File: config.mk
export PLATFORM = sky130hd
export DESIGN_NAME = xvc_bscan_master
export DESIGN_NICKNAME = d
export VERILOG_FILES = /design/src/rtl/xvc_bscan_pkg.sv /design/src/rtl/jtag_tap_tracker.sv /design/src/rtl/xvc_bscan_master.sv
export SDC_FILE = /design/constraint.sdc
export NUM_CORES = 1
export LEC_CHECK = 0
export ABC_AREA = 1
export CAP_MARGIN = 30
export CORE_UTILIZATION = 45
export DETAILED_ROUTE_END_ITERATION = 7
export PLACE_DENSITY = 0.73
export SETUP_SLACK_MARGIN = 0.1
export SLEW_MARGIN = 40
export SYNTH_ARGS = -nofsm -noshare
export SYNTH_HDL_FRONTEND = slang
export SYNTH_HIERARCHICAL = 1
export SYNTH_SLANG_ARGS = --single-unit
File: constraint.sdc
create_clock -name clk -period 3.6 [get_ports clk]
set_clock_uncertainty 0.05 [all_clocks]
set_input_delay 0.36 -clock clk [delete_from_list [all_inputs] [get_ports clk]]
set_output_delay 0.36 -clock clk [all_outputs]
set_load 0.01 [all_outputs]
File: src/rtl/xvc_bscan_pkg.sv
// Shared types, default constants and the IEEE 1149.1 TAP next-state function
// for the XVC BSCAN master.
package xvc_bscan_pkg;

  localparam int unsigned MAX_LEN_DEF = 32;
  localparam int unsigned CLK_DIV_DEF = 4;
  localparam int unsigned LEN_W       = 6;
  localparam int unsigned LEN_X       = LEN_W + 1;
  localparam int unsigned CNT_W       = 8;

  typedef enum logic [3:0] {
    TEST_LOGIC_RESET,
    RUN_TEST_IDLE,
    SELECT_DR_SCAN,
    CAPTURE_DR,
    SHIFT_DR,
    EXIT1_DR,
    PAUSE_DR,
    EXIT2_DR,
    UPDATE_DR,
    SELECT_IR_SCAN,
    CAPTURE_IR,
    SHIFT_IR,
    EXIT1_IR,
    PAUSE_IR,
    EXIT2_IR,
    UPDATE_IR
  } tap_state_t;

  typedef enum logic [1:0] {
    ST_IDLE,
    ST_LOW,
    ST_HIGH,
    ST_RESP
  } xvc_state_t;

  // TAP controller transition on one TCK rise with the given TMS.
  function automatic tap_state_t tap_next(input tap_state_t s, input logic tms);
    tap_state_t n;
    n = TEST_LOGIC_RESET;
    case (s)
      TEST_LOGIC_RESET: n = tms ? TEST_LOGIC_RESET : RUN_TEST_IDLE;
      RUN_TEST_IDLE:    n = tms ? SELECT_DR_SCAN   : RUN_TEST_IDLE;
      SELECT_DR_SCAN:   n = tms ? SELECT_IR_SCAN   : CAPTURE_DR;
      CAPTURE_DR:       n = tms ? EXIT1_DR         : SHIFT_DR;
      SHIFT_DR:         n = tms ? EXIT1_DR         : SHIFT_DR;
      EXIT1_DR:         n = tms ? UPDATE_DR        : PAUSE_DR;
      PAUSE_DR:         n = tms ? EXIT2_DR         : PAUSE_DR;
      EXIT2_DR:         n = tms ? UPDATE_DR        : SHIFT_DR;
      UPDATE_DR:        n = tms ? SELECT_DR_SCAN   : RUN_TEST_IDLE;
      SELECT_IR_SCAN:   n = tms ? TEST_LOGIC_RESET : CAPTURE_IR;
      CAPTURE_IR:       n = tms ? EXIT1_IR         : SHIFT_IR;
      SHIFT_IR:         n = tms ? EXIT1_IR         : SHIFT_IR;
      EXIT1_IR:         n = tms ? UPDATE_IR        : PAUSE_IR;
      PAUSE_IR:         n = tms ? EXIT2_IR         : PAUSE_IR;
      EXIT2_IR:         n = tms ? UPDATE_IR        : SHIFT_IR;
      UPDATE_IR:        n = tms ? SELECT_DR_SCAN   : RUN_TEST_IDLE;
      default:          n = TEST_LOGIC_RESET;
    endcase
    return n;
  endfunction

endpackage

File: src/rtl/jtag_tap_tracker.sv
// Shadow TAP controller: follows the TMS stream on each TCK rise and
// presents registered decodes of the states the BSCAN consumer cares about.
module jtag_tap_tracker
  import xvc_bscan_pkg::*;
(
  input  logic       clk,
  input  logic       rst,
  input  logic       advance,
  input  logic       tms,
  output tap_state_t state,
  output logic       shift,
  output logic       capture,
  output logic       update,
  output logic       runtest,
  output logic       reset
);

  tap_state_t state_d;

  assign state_d = advance ? tap_next(state, tms) : state;

  // Decodes are taken from the next state so they line up with the state register.
  always_ff @(posedge clk or posedge rst) begin
    if (rst) begin
      state   <= TEST_LOGIC_RESET;
      shift   <= 1'b0;
      capture <= 1'b0;
      update  <= 1'b0;
      runtest <= 1'b0;
      reset   <= 1'b1;
    end else begin
      state   <= state_d;
      shift   <= (state_d == SHIFT_DR);
      capture <= (state_d == CAPTURE_DR);
      update  <= (state_d == UPDATE_DR);
      runtest <= (state_d == RUN_TEST_IDLE);
      reset   <= (state_d == TEST_LOGIC_RESET);
    end
  end

endmodule

File: src/rtl/xvc_bscan_master.sv
// XVC shift-command engine driving a BSCAN master port into a PR region.
// Define XVC_TAP_TRACK_EN to build in the TAP tracker and its state decodes.
module xvc_bscan_master
  import xvc_bscan_pkg::*;
#(
  parameter int unsigned CLK_DIV = CLK_DIV_DEF,
  parameter int unsigned MAX_LEN = MAX_LEN_DEF
) (
  input  logic               clk,
  input  logic               rst,
  input  logic               cmd_valid,
  output logic               cmd_ready,
  input  logic [LEN_W-1:0]   cmd_len,
  input  logic [MAX_LEN-1:0] cmd_tms,
  input  logic [MAX_LEN-1:0] cmd_tdi,
  output logic               rsp_valid,
  input  logic               rsp_ready,
  output logic [MAX_LEN-1:0] rsp_tdo,
  input  logic               sel_en,
  output logic               M_BSCAN_tck,
  output logic               M_BSCAN_tms,
  output logic               M_BSCAN_tdi,
  output logic               M_BSCAN_drck,
  output logic               M_BSCAN_sel,
  output logic               M_BSCAN_shift,
  output logic               M_BSCAN_capture,
  output logic               M_BSCAN_update,
  output logic               M_BSCAN_runtest,
  output logic               M_BSCAN_reset,
  output logic               M_BSCAN_bscanid_en,
  input  logic               M_BSCAN_tdo
);

  xvc_state_t         state_q;
  logic [CNT_W-1:0]   cnt_q;
  logic [LEN_W-1:0]   len_q;
  logic [LEN_W-1:0]   bit_q;
  logic [MAX_LEN-1:0] tms_sr_q;
  logic [MAX_LEN-1:0] tdi_sr_q;
  logic [MAX_LEN-1:0] tdo_q;
  logic               tck_q;
  logic               tms_q;
  logic               tdi_q;
  logic               sel_q;
  logic               drck_q;
  logic               cmd_ready_q;
  logic               rsp_valid_q;

  logic               div_end_c;
  logic               last_bit_c;
  logic [LEN_W-1:0]   len_clamp_c;
  logic               tck_d;
  logic               dr_d;

  assign div_end_c   = (cnt_q == CNT_W'(CLK_DIV - 1));
  assign last_bit_c  = (LEN_X'(bit_q) + LEN_X'(1)) >= LEN_X'(len_q);
  assign len_clamp_c = (32'(cmd_len) > MAX_LEN) ? LEN_W'(MAX_LEN) : cmd_len;

  // TCK level the state register is about to take; drck is built from it.
  always_comb begin
    tck_d = 1'b0;
    case (state_q)
      ST_LOW:  tck_d = div_end_c;
      ST_HIGH: tck_d = !div_end_c;
      default: tck_d = 1'b0;
    endcase
  end

`ifdef XVC_TAP_TRACK_EN
  tap_state_t tap_state;
  tap_state_t tap_nxt_c;
  logic       advance_c;

  assign advance_c = (state_q == ST_LOW) && div_end_c;
  assign tap_nxt_c = advance_c ? tap_next(tap_state, tms_q) : tap_state;
  assign dr_d      = (tap_nxt_c == SHIFT_DR) || (tap_nxt_c == CAPTURE_DR);

  jtag_tap_tracker u_tap (
    .clk     (clk),
    .rst     (rst),
    .advance (advance_c),
    .tms     (tms_q),
    .state   (tap_state),
    .shift   (M_BSCAN_shift),
    .capture (M_BSCAN_capture),
    .update  (M_BSCAN_update),
    .runtest (M_BSCAN_runtest),
    .reset   (M_BSCAN_reset)
  );
`else
  assign dr_d            = 1'b1;
  assign M_BSCAN_shift   = 1'b0;
  assign M_BSCAN_capture = 1'b0;
  assign M_BSCAN_update  = 1'b0;
  assign M_BSCAN_runtest = 1'b0;
  assign M_BSCAN_reset   = 1'b0;
`endif

  // Command sequencer: one LOW and one HIGH phase of CLK_DIV cycles per bit.
  always_ff @(posedge clk or posedge rst) begin
    if (rst) begin
      state_q     <= ST_IDLE;
      cnt_q       <= '0;
      len_q       <= '0;
      bit_q       <= '0;
      tms_sr_q    <= '0;
      tdi_sr_q    <= '0;
      tdo_q       <= '0;
      tck_q       <= 1'b0;
      tms_q       <= 1'b0;
      tdi_q       <= 1'b0;
      cmd_ready_q <= 1'b1;
      rsp_valid_q <= 1'b0;
    end else begin
      tck_q <= tck_d;
      case (state_q)
        ST_IDLE: begin
          if (cmd_valid) begin
            len_q       <= len_clamp_c;
            bit_q       <= '0;
            cnt_q       <= '0;
            tdo_q       <= '0;
            tms_q       <= cmd_tms[0];
            tdi_q       <= cmd_tdi[0];
            tms_sr_q    <= cmd_tms >> 1;
            tdi_sr_q    <= cmd_tdi >> 1;
            cmd_ready_q <= 1'b0;
            if (len_clamp_c == '0) begin
              state_q     <= ST_RESP;
              rsp_valid_q <= 1'b1;
            end else begin
              state_q <= ST_LOW;
            end
          end
        end
        ST_LOW: begin
          if (div_end_c) begin
            cnt_q   <= '0;
            state_q <= ST_HIGH;
            tdo_q   <= tdo_q | (MAX_LEN'(M_BSCAN_tdo) << bit_q);
          end else begin
            cnt_q <= cnt_q + CNT_W'(1);
          end
        end
        ST_HIGH: begin
          if (div_end_c) begin
            cnt_q <= '0;
            if (last_bit_c) begin
              state_q     <= ST_RESP;
              rsp_valid_q <= 1'b1;
            end else begin
              state_q  <= ST_LOW;
              bit_q    <= bit_q + LEN_W'(1);
              tms_q    <= tms_sr_q[0];
              tdi_q    <= tdi_sr_q[0];
              tms_sr_q <= tms_sr_q >> 1;
              tdi_sr_q <= tdi_sr_q >> 1;
            end
          end else begin
            cnt_q <= cnt_q + CNT_W'(1);
          end
        end
        ST_RESP: begin
          if (rsp_ready) begin
            state_q     <= ST_IDLE;
            rsp_valid_q <= 1'b0;
            cmd_ready_q <= 1'b1;
          end
        end
        default: state_q <= ST_IDLE;
      endcase
    end
  end

  always_ff @(posedge clk or posedge rst) begin
    if (rst) begin
      sel_q  <= 1'b0;
      drck_q <= 1'b0;
    end else begin
      sel_q  <= sel_en;
      drck_q <= tck_d & sel_en & dr_d;
    end
  end

  assign cmd_ready          = cmd_ready_q;
  assign rsp_valid          = rsp_valid_q;
  assign rsp_tdo            = tdo_q;
  assign M_BSCAN_tck        = tck_q;
  assign M_BSCAN_tms        = tms_q;
  assign M_BSCAN_tdi        = tdi_q;
  assign M_BSCAN_sel        = sel_q;
  assign M_BSCAN_drck       = drck_q;
  assign M_BSCAN_bscanid_en = 1'b0;

endmodule

==> results.cfg, run 1 <==
[pwr]
ir_worst_vdd_mv = 0.499
power.leakage_nw = 4.13
power.density_nw_per_um2 = 753
power_mw = 6.09

[run_status]
status = completed

[yosys]
ys_seq_area_share_pct = 48.3
ys_top_cells_by_area = dfrtp_1 (48%), nand2_1 (24%), nand3_1 (6.3%)
synth_flop_cell = dfrtp_1
synth_area_um2 = 6380
synth_seq_cells = 123
avgSynthCellArea_um2 = 7.30
yosysTopAreaCell = dfrtp_1
synth_top_area_share_pct = 47.9
synth-edff-count = 0
yosys.cell_types.count = 32
synth_warnings = 6
async_reset_ff_share_pct = 100
syn_inst = 874

[global_route]
grt_pass1_vias = 5322
grtUsageMet1_pct = 28.6
grt_max_degree = 71
grt_pass1_wl_um = 24800
use_met3_pct = 6.20
antenna_found_initial = 0
grt.busiest_layer = met2
gr-usage-all-layers_pct = 21.3
grt_overflow_total = 0
grt_util_met2_pct = 33.6

[placed_design]
globalplace.congestion = 0.794
dp_hpwl_um = 8950
pre_cts_ws_ns = 0.616
port-buffer-count = 114

[sta]
min_period_ns = 3.01
setup_violations = 0
slew_violations = 0
finalCritPeriodShare_pct = 83.6
timing.fmax_ghz = 0.332
tns_ns = 0
fin_ws_ns = 0.591
rsz0062_at_grt = no
slew_headroom_pct = 48.9
tightest_slew_ns = 0.767
finalHoldViolations = 0

[clocking]
cts_tree = done
clock_sinks = 123
root_buffer = clkbuf_16
cts_hold_buffers = 0
post_cts_buffers = 0
cts_resized = 0
cts_buffer_depth = 2
numCtsBuffers = 17
htreeDepth = 4
clk_pin_slew_worst_paths_ns = 0.05
clk_latency_ns = 0.41

[cells_and_area]
fillers = 1290
drive_above_1_share_pct = 4.99
nets = 1058
antenna_cells = 0
fin_util_pct = 58.5
syn2layout_area_growth_pct = 26.8

[routing]
first_pass_iters = 5
final_antenna_net_count = 0
wl_um = 14300
via_per_inst = 4.85
wl_per_cell_um = 12.3
vias = 5629
drc_errors = 0
initialDrtViolationCount = 474

[die]
io_pins = 121
die_area_um2 = 14700
die_x_um = 121
rows = 43
initial_core_util_pct = 46.1
fp.coreArea_um2 = 13800
fp.dieH_um = 121

[run]
maxCapViolCount = 0

[setup_path]
crit_start = bit_q[3]$_DFFE_PP0P_
critPathMaxFanout = 70
endpoint_kind = register
crit_type = reg2reg
path_cells = clkinv_1 -> nor2_1 -> nand2_1 -> nand2_1 -> nand2_1 -> ha_1 -> inv_1 -> o21bai_1 -> nor2_1 -> nand2_1 -> nand2_2 -> nand2_4 -> nand2_1 -> nand2_1
cpPeakStageDelay_ns = 0.59
r2r_cells = 14
required_ns = 3.90
rrSetupSlack_ns = 0.59
slowest_stage = dfrtp_1
regToRegEndpoint = tms_sr_q[12]$_DFFE_PP0P_
cp-start-kind = register
timing.rr.start = bit_q[3]$_DFFE_PP0P_
worstPathArrival_ns = 3.31
crit_top_cell = nand2_1

[min_path]
min_path_type = in2async
==> metal layers <==
metal | share of wire (%) | vias up
met5 | 0 | -
met1 | 48 | 2611
met4 | 0.96 | 0
met3 | 5.3 | 9
met2 | 46 | 127
li1 | - | 2882
==> per-stage QoR <==
step	std cells	cell area, um^2	hold WS (ns)
after floorplan	879	6400	0.341
after global placement	1131	7550	0.403
after detailed placement	1131	7550	0.408
after CTS	1161	8090	0.181
after global routing	1161	8090	0.199
final	1161	8090	0.188
==> synthesized netlist by cell type, drive strengths merged, types with 2 or more instances <==
library cell  instances
dfrtp               122
ha                   12
nor2                 56
nand4                 5
inv                  68
o22ai                 2
a21oi                37
nor4                  2
nor3                  6
nand2               413
o21ai                11
nand3                80
clkbuf               10
buf                  40
==> registers in the layout, summed over array words and instances (netlist names) <==
| signal | cells |
|---|---|
| cnt_q | 8 |
| M_BSCAN_drck | 1 |
| M_BSCAN_tck | 1 |
| rsp_tdo | 32 |
| M_BSCAN_tms | 1 |
| rsp_valid | 1 |
| tdi_sr_q | 31 |
| M_BSCAN_tdi | 1 |
| state_q | 2 |
| cmd_ready | 1 |
| M_BSCAN_sel | 1 |
| bit_q | 6 |
| tms_sr_q | 31 |
| len_q | 6 |
==> placed cells by master (no fill, tap or decap), types with 7 or more instances in the layout <==
cell,n
nand2_1,407
buf_4,7
clkbuf_16,17
o21ai_0,11
nand3_1,80
ha_1,11
inv_1,65
dfrtp_1,122
nor2_1,51
clkdlybuf4s50_1,114
a21oi_1,37
==> where the power goes <==
part / total [mW] / leakage, nW / switching (mW) / internal [mW]
sequential: 2.11 / 1.59 / 0.255 / 1.86
clock: 1.55 / 0.264 / 0.565 / 0.981
combinational: 2.43 / 2.27 / 1.61 / 0.824
==> final cells by class <==
class	count	area (um^2)	share of cell area, %
Inverter	69	265	3.28
Tap cell	180	225	2.79
Clock buffer	29	531	6.56
Multi-Input combinational cell	637	2770	34.2
Timing Repair Buffer	122	1210	15.0
Clock inverter	1	5.00	0.0619
Sequential cell	123	3080	38.1
==> worst max path at each step <==
stage	slack, ns	endpoint
after floorplan	1.36	bit_q[1]$_DFFE_PP0P_
after global placement	0.65	tms_sr_q[17]$_DFFE_PP0P_
after detailed placement	0.62	tms_sr_q[15]$_DFFE_PP0P_
after CTS	0.61	tms_sr_q[12]$_DFFE_PP0P_
after global routing	0.20	tms_sr_q[22]$_DFFE_PP0P_
final	0.59	tms_sr_q[12]$_DFFE_PP0P_
==> critical path, delay by kind of cell (launching register included) <==
kind	cells	cell delay, ns
AOI/OAI and AO/OA	1	0.13
adders and majority gates	1	0.26
buffers and inverters	2	0.41
DFF	1	0.59
and+or+nand+nor	10	1.45
==> cells by family after synthesis <==
| logic type | count (synthesis) | synth area share (%) |
|---|---|---|
| and+or+nand+nor | 563 | 35.8 |
| DFF | 123 | 48.3 |
| AOI/OAI and AO/OA | 54 | 4.45 |
| muxes | 1 | 0.157 |
| other | 1 | 0.0588 |
| xor gates and xnor gates | 1 | 0.137 |
| adders and majority gates | 12 | 2.35 |
| buffers and inverters | 119 | 8.71 |
Power figures use the tool's default switching activity.
==> inputs of run 2 (changes only) <==
--- a/config.mk
+++ b/config.mk
@@ -9,7 +9,7 @@
 export CAP_MARGIN = 30
 export CORE_UTILIZATION = 45
 export DETAILED_ROUTE_END_ITERATION = 7
-export PLACE_DENSITY = 0.73
+export PLACE_DENSITY = 0.71
 export SETUP_SLACK_MARGIN = 0.1
 export SLEW_MARGIN = 40
 export SYNTH_ARGS = -nofsm -noshare
==> constraint.sdc (replaced) <==
create_clock -name clk -period 2.8 [get_ports clk]
set_clock_uncertainty 0.05 [all_clocks]
set_input_delay 0.28 -clock clk [delete_from_list [all_inputs] [get_ports clk]]
set_output_delay 0.28 -clock clk [all_outputs]
set_load 0.01 [all_outputs]
==> results.cfg, run 2 (synthesis results as in run 1) <==
[global_route]
grt_max_degree = 124
grt_overflow_total = 0
grt_pass1_vias = 5255
gr-usage-all-layers_pct = 21.2
antenna_found_initial = 0
grt_pass1_wl_um = 24500

[sta]
min_period_ns = 2.51
finalCritPeriodShare_pct = 89.8
slew_violations = 0
setup_violations = 0
tightest_slew_ns = 0.660
tns_ns = 0
slew_headroom_pct = 56.0
rsz0062_at_grt = no
timing.fmax_ghz = 0.398
finalHoldViolations = 0

[pwr]
power.density_nw_per_um2 = 987
power_mw = 8.12
power.leakage_nw = 4.22
ir_worst_vdd_mv = 0.495

[setup_path]
cp-start-kind = register
critPathMaxFanout = 39
critical_path.top_delay_family = simple AND/OR/NAND/NOR gates
slowest_stage = dfrtp_2
rrSetupSlack_ns = 0.29
crit_top_cell = nand2_1
crit_type = reg2reg
cpPeakStageDelay_ns = 0.45
worstPathArrival_ns = 2.77
path_cells = ha_1 -> nand2_1 -> inv_1 -> nand2_1 -> nand2_1 -> inv_1 -> nor2_1 -> ha_1 -> a21oi_1 -> o21bai_1 -> nor2_1 -> nand2_1 -> nand2_4 -> nand2_4 -> buf_6 -> nand2_1 -> nand2_1
critPathBufInv = 3
required_ns = 3.05
endpoint_kind = register

[routing]
first_pass_iters = 5
vias = 5604
via_per_inst = 4.79
final_antenna_net_count = 0
wl_per_cell_um = 12.2
drc_errors = 0
initialDrtViolationCount = 353
wl_um = 14300

[clocking]
numCtsBuffers = 17
clk_pin_slew_worst_paths_ns = 0.05
cts_tree = done
root_buffer = clkbuf_16
clock_sinks = 123
cts_buffer_depth = 2
clk_latency_ns = 0.42
htreeDepth = 4
post_cts_buffers = 0

[die]
die_area_um2 = 14700
fp.coreArea_um2 = 13800
die_x_um = 121
initial_core_util_pct = 46.1
fp.dieH_um = 121
io_pins = 121
rows = 43

[cells_and_area]
design_area_um2 = 8240
final_common_cell = nand2_1
largest_register_ffs = 32
instances_no_fill = 1169
syn2layout_area_growth_pct = 29.1
drive_above_1_share_pct = 6.37
nets = 1065
antenna_cells = 0
layout_common_cells = nand2_1 (407), dfrtp_1 (120), clkdlybuf4s50_1 (114)

[min_path]
min_path_type = in2reg

[placed_design]
dpl_cell_area_um2 = 7620
port-buffer-count = 114
globalplace.congestion = 0.793
place_inst = 1138
dp_hpwl_um = 9350

[run]
maxCapViolCount = 0

[run_status]
status = completed
run 2: layout make-up:
class / count / area [um^2]
clock buffer: 22 / 464
clock inverter: 9 / 120
fill: 1253 / 5590
inverter: 69 / 263
multi-input combinational: 637 / 2780
sequential: 123 / 3080
tap: 180 / 225
timing repair buffer: 129 / 1310
run 2: through the flow:
stage	utilization (%)	hold slack [ns]	worst slack (ns)
after floorplan	-	0.261	0.560
after global placement	55.1	0.403	0.237
after detailed placement	55.1	0.408	0.121
after CTS	59.4	0.268	0.100
after global routing	59.6	0.268	0.101
final	59.6	0.279	0.286
run 2: timing repair:
action,CTS,global route
hold endpoints to repair,0,0
hold buffers,0,0
endpoints found under the setup margin,0,71
gates resized for setup,0,7
run 2: where the power goes:
group          internal, mW  total (mW)  switching [mW]
registers              2.39        2.70           0.306
logic                  1.15        3.26            2.10
clock network          1.43        2.17           0.745
total                  4.97        8.12            3.15
run 2: worst paths after layout:
check / startpoint / endpoint / depth (start not counted)
worst max-delay path: bit_q[0]$_DFFE_PP0P_ / tms_sr_q[6]$_DFFE_PP0P_ / 17
worst min-delay path: sel_en / M_BSCAN_sel$_DFF_PP0_ / 1
worst max register to register: bit_q[0]$_DFFE_PP0P_ / tms_sr_q[6]$_DFFE_PP0P_ / 17
worst min register to register: tms_sr_q[13]$_DFFE_PP0P_ / tms_sr_q[13]$_DFFE_PP0P_ / 2
max in group asynchronous: rst / bit_q[0]$_DFFE_PP0P_ / 3
min in group asynchronous: rst / rsp_tdo[13]$_DFFE_PP0P_ / 3
run 2: per-layer routing:
metal / part of all wire, % / GRT usage [%] / vias up
met4: 1.8 / 9.03 / 0
met3: 4.2 / 4.42 / 19
li1: - / - / 2902
met5: 0 / 0 / -
met2: 47 / 33.5 / 113
met1: 47 / 28.2 / 2570
==> inputs of run 3 (changes only) <==
--- a/config.mk
+++ b/config.mk
@@ -9,7 +9,7 @@
 export CAP_MARGIN = 30
 export CORE_UTILIZATION = 45
 export DETAILED_ROUTE_END_ITERATION = 7
-export PLACE_DENSITY = 0.71
+export PLACE_DENSITY = 0.8
 export SETUP_SLACK_MARGIN = 0.1
 export SLEW_MARGIN = 40
 export SYNTH_ARGS = -nofsm -noshare
==> results.cfg, run 3 (synthesis results as in run 1) <==
[global_route]
grt_pass1_wl_um = 24500
antenna_found_initial = 0
grt_overflow_total = 0
gr-usage-all-layers_pct = 21.3
grt_pass1_vias = 5324
grt_max_degree = 66

[placed_design]
dp_hpwl_um = 9560
dpl_cell_area_um2 = 7610
place_inst = 1136
globalplace.congestion = 0.821
port-buffer-count = 114

[sta]
tns_ns = 0
setup_violations = 0
tightest_slew_ns = 0.760
finalCritPeriodShare_pct = 90.0
slew_violations = 0
timing.fmax_ghz = 0.397
rsz0062_at_grt = no
slew_headroom_pct = 49.0
finalHoldViolations = 0
min_period_ns = 2.52
hold_ws_ns = 0.177

[die]
fp.dieH_um = 121
initial_core_util_pct = 46.1
io_pins = 121
die_area_um2 = 14700
rows = 43
fp.coreArea_um2 = 13800
die_x_um = 121

[setup_path]
worstPathArrival_ns = 2.82
timing.rr.start = bit_q[0]$_DFFE_PP0P_
rrSetupSlack_ns = 0.28
r2r_cells = 17
required_ns = 3.10
crit_start = bit_q[0]$_DFFE_PP0P_
endpoint_kind = register
critPathMaxFanout = 12
crit_type = reg2reg
cp-start-kind = register

[run]
maxCapViolCount = 0

[pwr]
p_clk_share_pct = 28.1
power.density_nw_per_um2 = 1030
switchingPower_mw = 3.30
power_mw = 8.71
share_comb_of_total_power_pct = 40.7
power.leakage_nw = 4.32
ir_worst_vdd_mv = 0.607
pwr-share-seq_pct = 31.2
p_sw_share_pct = 37.9
internal_power_mw = 5.41

[min_path]
min_path_type = in2async

[cells_and_area]
design_area_um2 = 8460
nets = 1071
largest_register_ffs = 32
syn2layout_area_growth_pct = 32.6
instances_no_fill = 1176
final_common_cell = nand2_1
fillers = 1226
layout_common_cells = nand2_1 (406), dfrtp_1 (119), clkdlybuf4s50_1 (114)
antenna_cells = 0
drive_above_1_share_pct = 7.13

[routing]
final_antenna_net_count = 0
via_per_inst = 4.95
initialDrtViolationCount = 449
drc_errors = 0
wl_per_cell_um = 13.1
first_pass_iters = 4
vias = 5819
wl_um = 15400

[clocking]
cts_buffer_depth = 2
numCtsBuffers = 17
htreeDepth = 4
clk_latency_ns = 0.42
root_buffer = clkbuf_16
clk_pin_slew_worst_paths_ns = 0.06
cts_tree = done
clock_sinks = 123

[run_status]
status = completed
## run 3: cell types whose count changed in the layout (fill, tap and decap cells not counted), sizes merged
cell	change
clkbuf	+7
clkinv	-5
buf	+3
bufinv	+2
## run 3: layout make-up
type                            count  area, um^2  area share (%)
Sequential cell                   123        3080            36.5
Multi-Input combinational cell    637        2790            33.0
Timing Repair Buffer              135        1430            17.0
Clock buffer                       26         509            6.02
Inverter                           69         263            3.11
Tap cell                          180         225            2.66
Clock inverter                      6         155            1.83
## run 3: power groups by stage
| stage | Clock (mW) | Combinational (mW) | Sequential, mW |
|---|---|---|---|
| CTS | 2.48 | 3.25 | 2.71 |
| floorplan | 0 | 2.54 | 2.68 |
| global placement | 0 | 3.13 | 2.72 |
| global route | 2.56 | 4.03 | 2.78 |
| finish | 2.45 | 3.54 | 2.71 |
| detailed placement | 0 | 3.23 | 2.73 |
## run 3: what timing repair did
item | in CTS | in global routing
resized for setup | 0 | 14
setup buffers | 0 | 4
hold buffers | 0 | 0
setup endpoints to repair | 0 | 71
## run 3: worst paths after layout
kind | end
setup reg to reg | tms_sr_q[13]$_DFFE_PP0P_
min in group clk | M_BSCAN_sel$_DFF_PP0_
setup / recovery | tms_sr_q[13]$_DFFE_PP0P_
hold / removal | rsp_tdo[13]$_DFFE_PP0P_
max in group asynchronous | tdi_sr_q[0]$_DFFE_PP0P_
hold reg to reg | tms_sr_q[16]$_DFFE_PP0P_
## run 3: critical path: stages (launching register included)
cell	delay, ns
dfrtp_2	0.44
ha_1	0.23
nand2_1	0.07
inv_1	0.06
nand2_2	0.08
nand2_1	0.05
inv_1	0.07
nor2_1	0.04
ha_1	0.30
a21oi_2	0.13
o21bai_1	0.07
nor2_1	0.13
nand2_1	0.11
nand2_4	0.15
buf_12	0.12
buf_6	0.16
nand3_1	0.08
nand2_1	0.09
## run 3: stage by stage
stage | setup slack, ns | utilization, %
floorplan | 0.560 | -
global placement | 0.326 | 55.0
detailed placement | 0.210 | 55.0
CTS | 0.210 | 59.8
global route | 0.0896 | 61.2
finish | 0.279 | 61.2
## run 3: metal layers
metal  global-route usage [%]  up-vias  routed length [um]
met4                     7.64        0                 258
met3                     5.50       23                 781
met2                     33.9      161                7470
met1                     27.9     2716                6910
met5                        0        -                   0
li1                         -     2919                   -
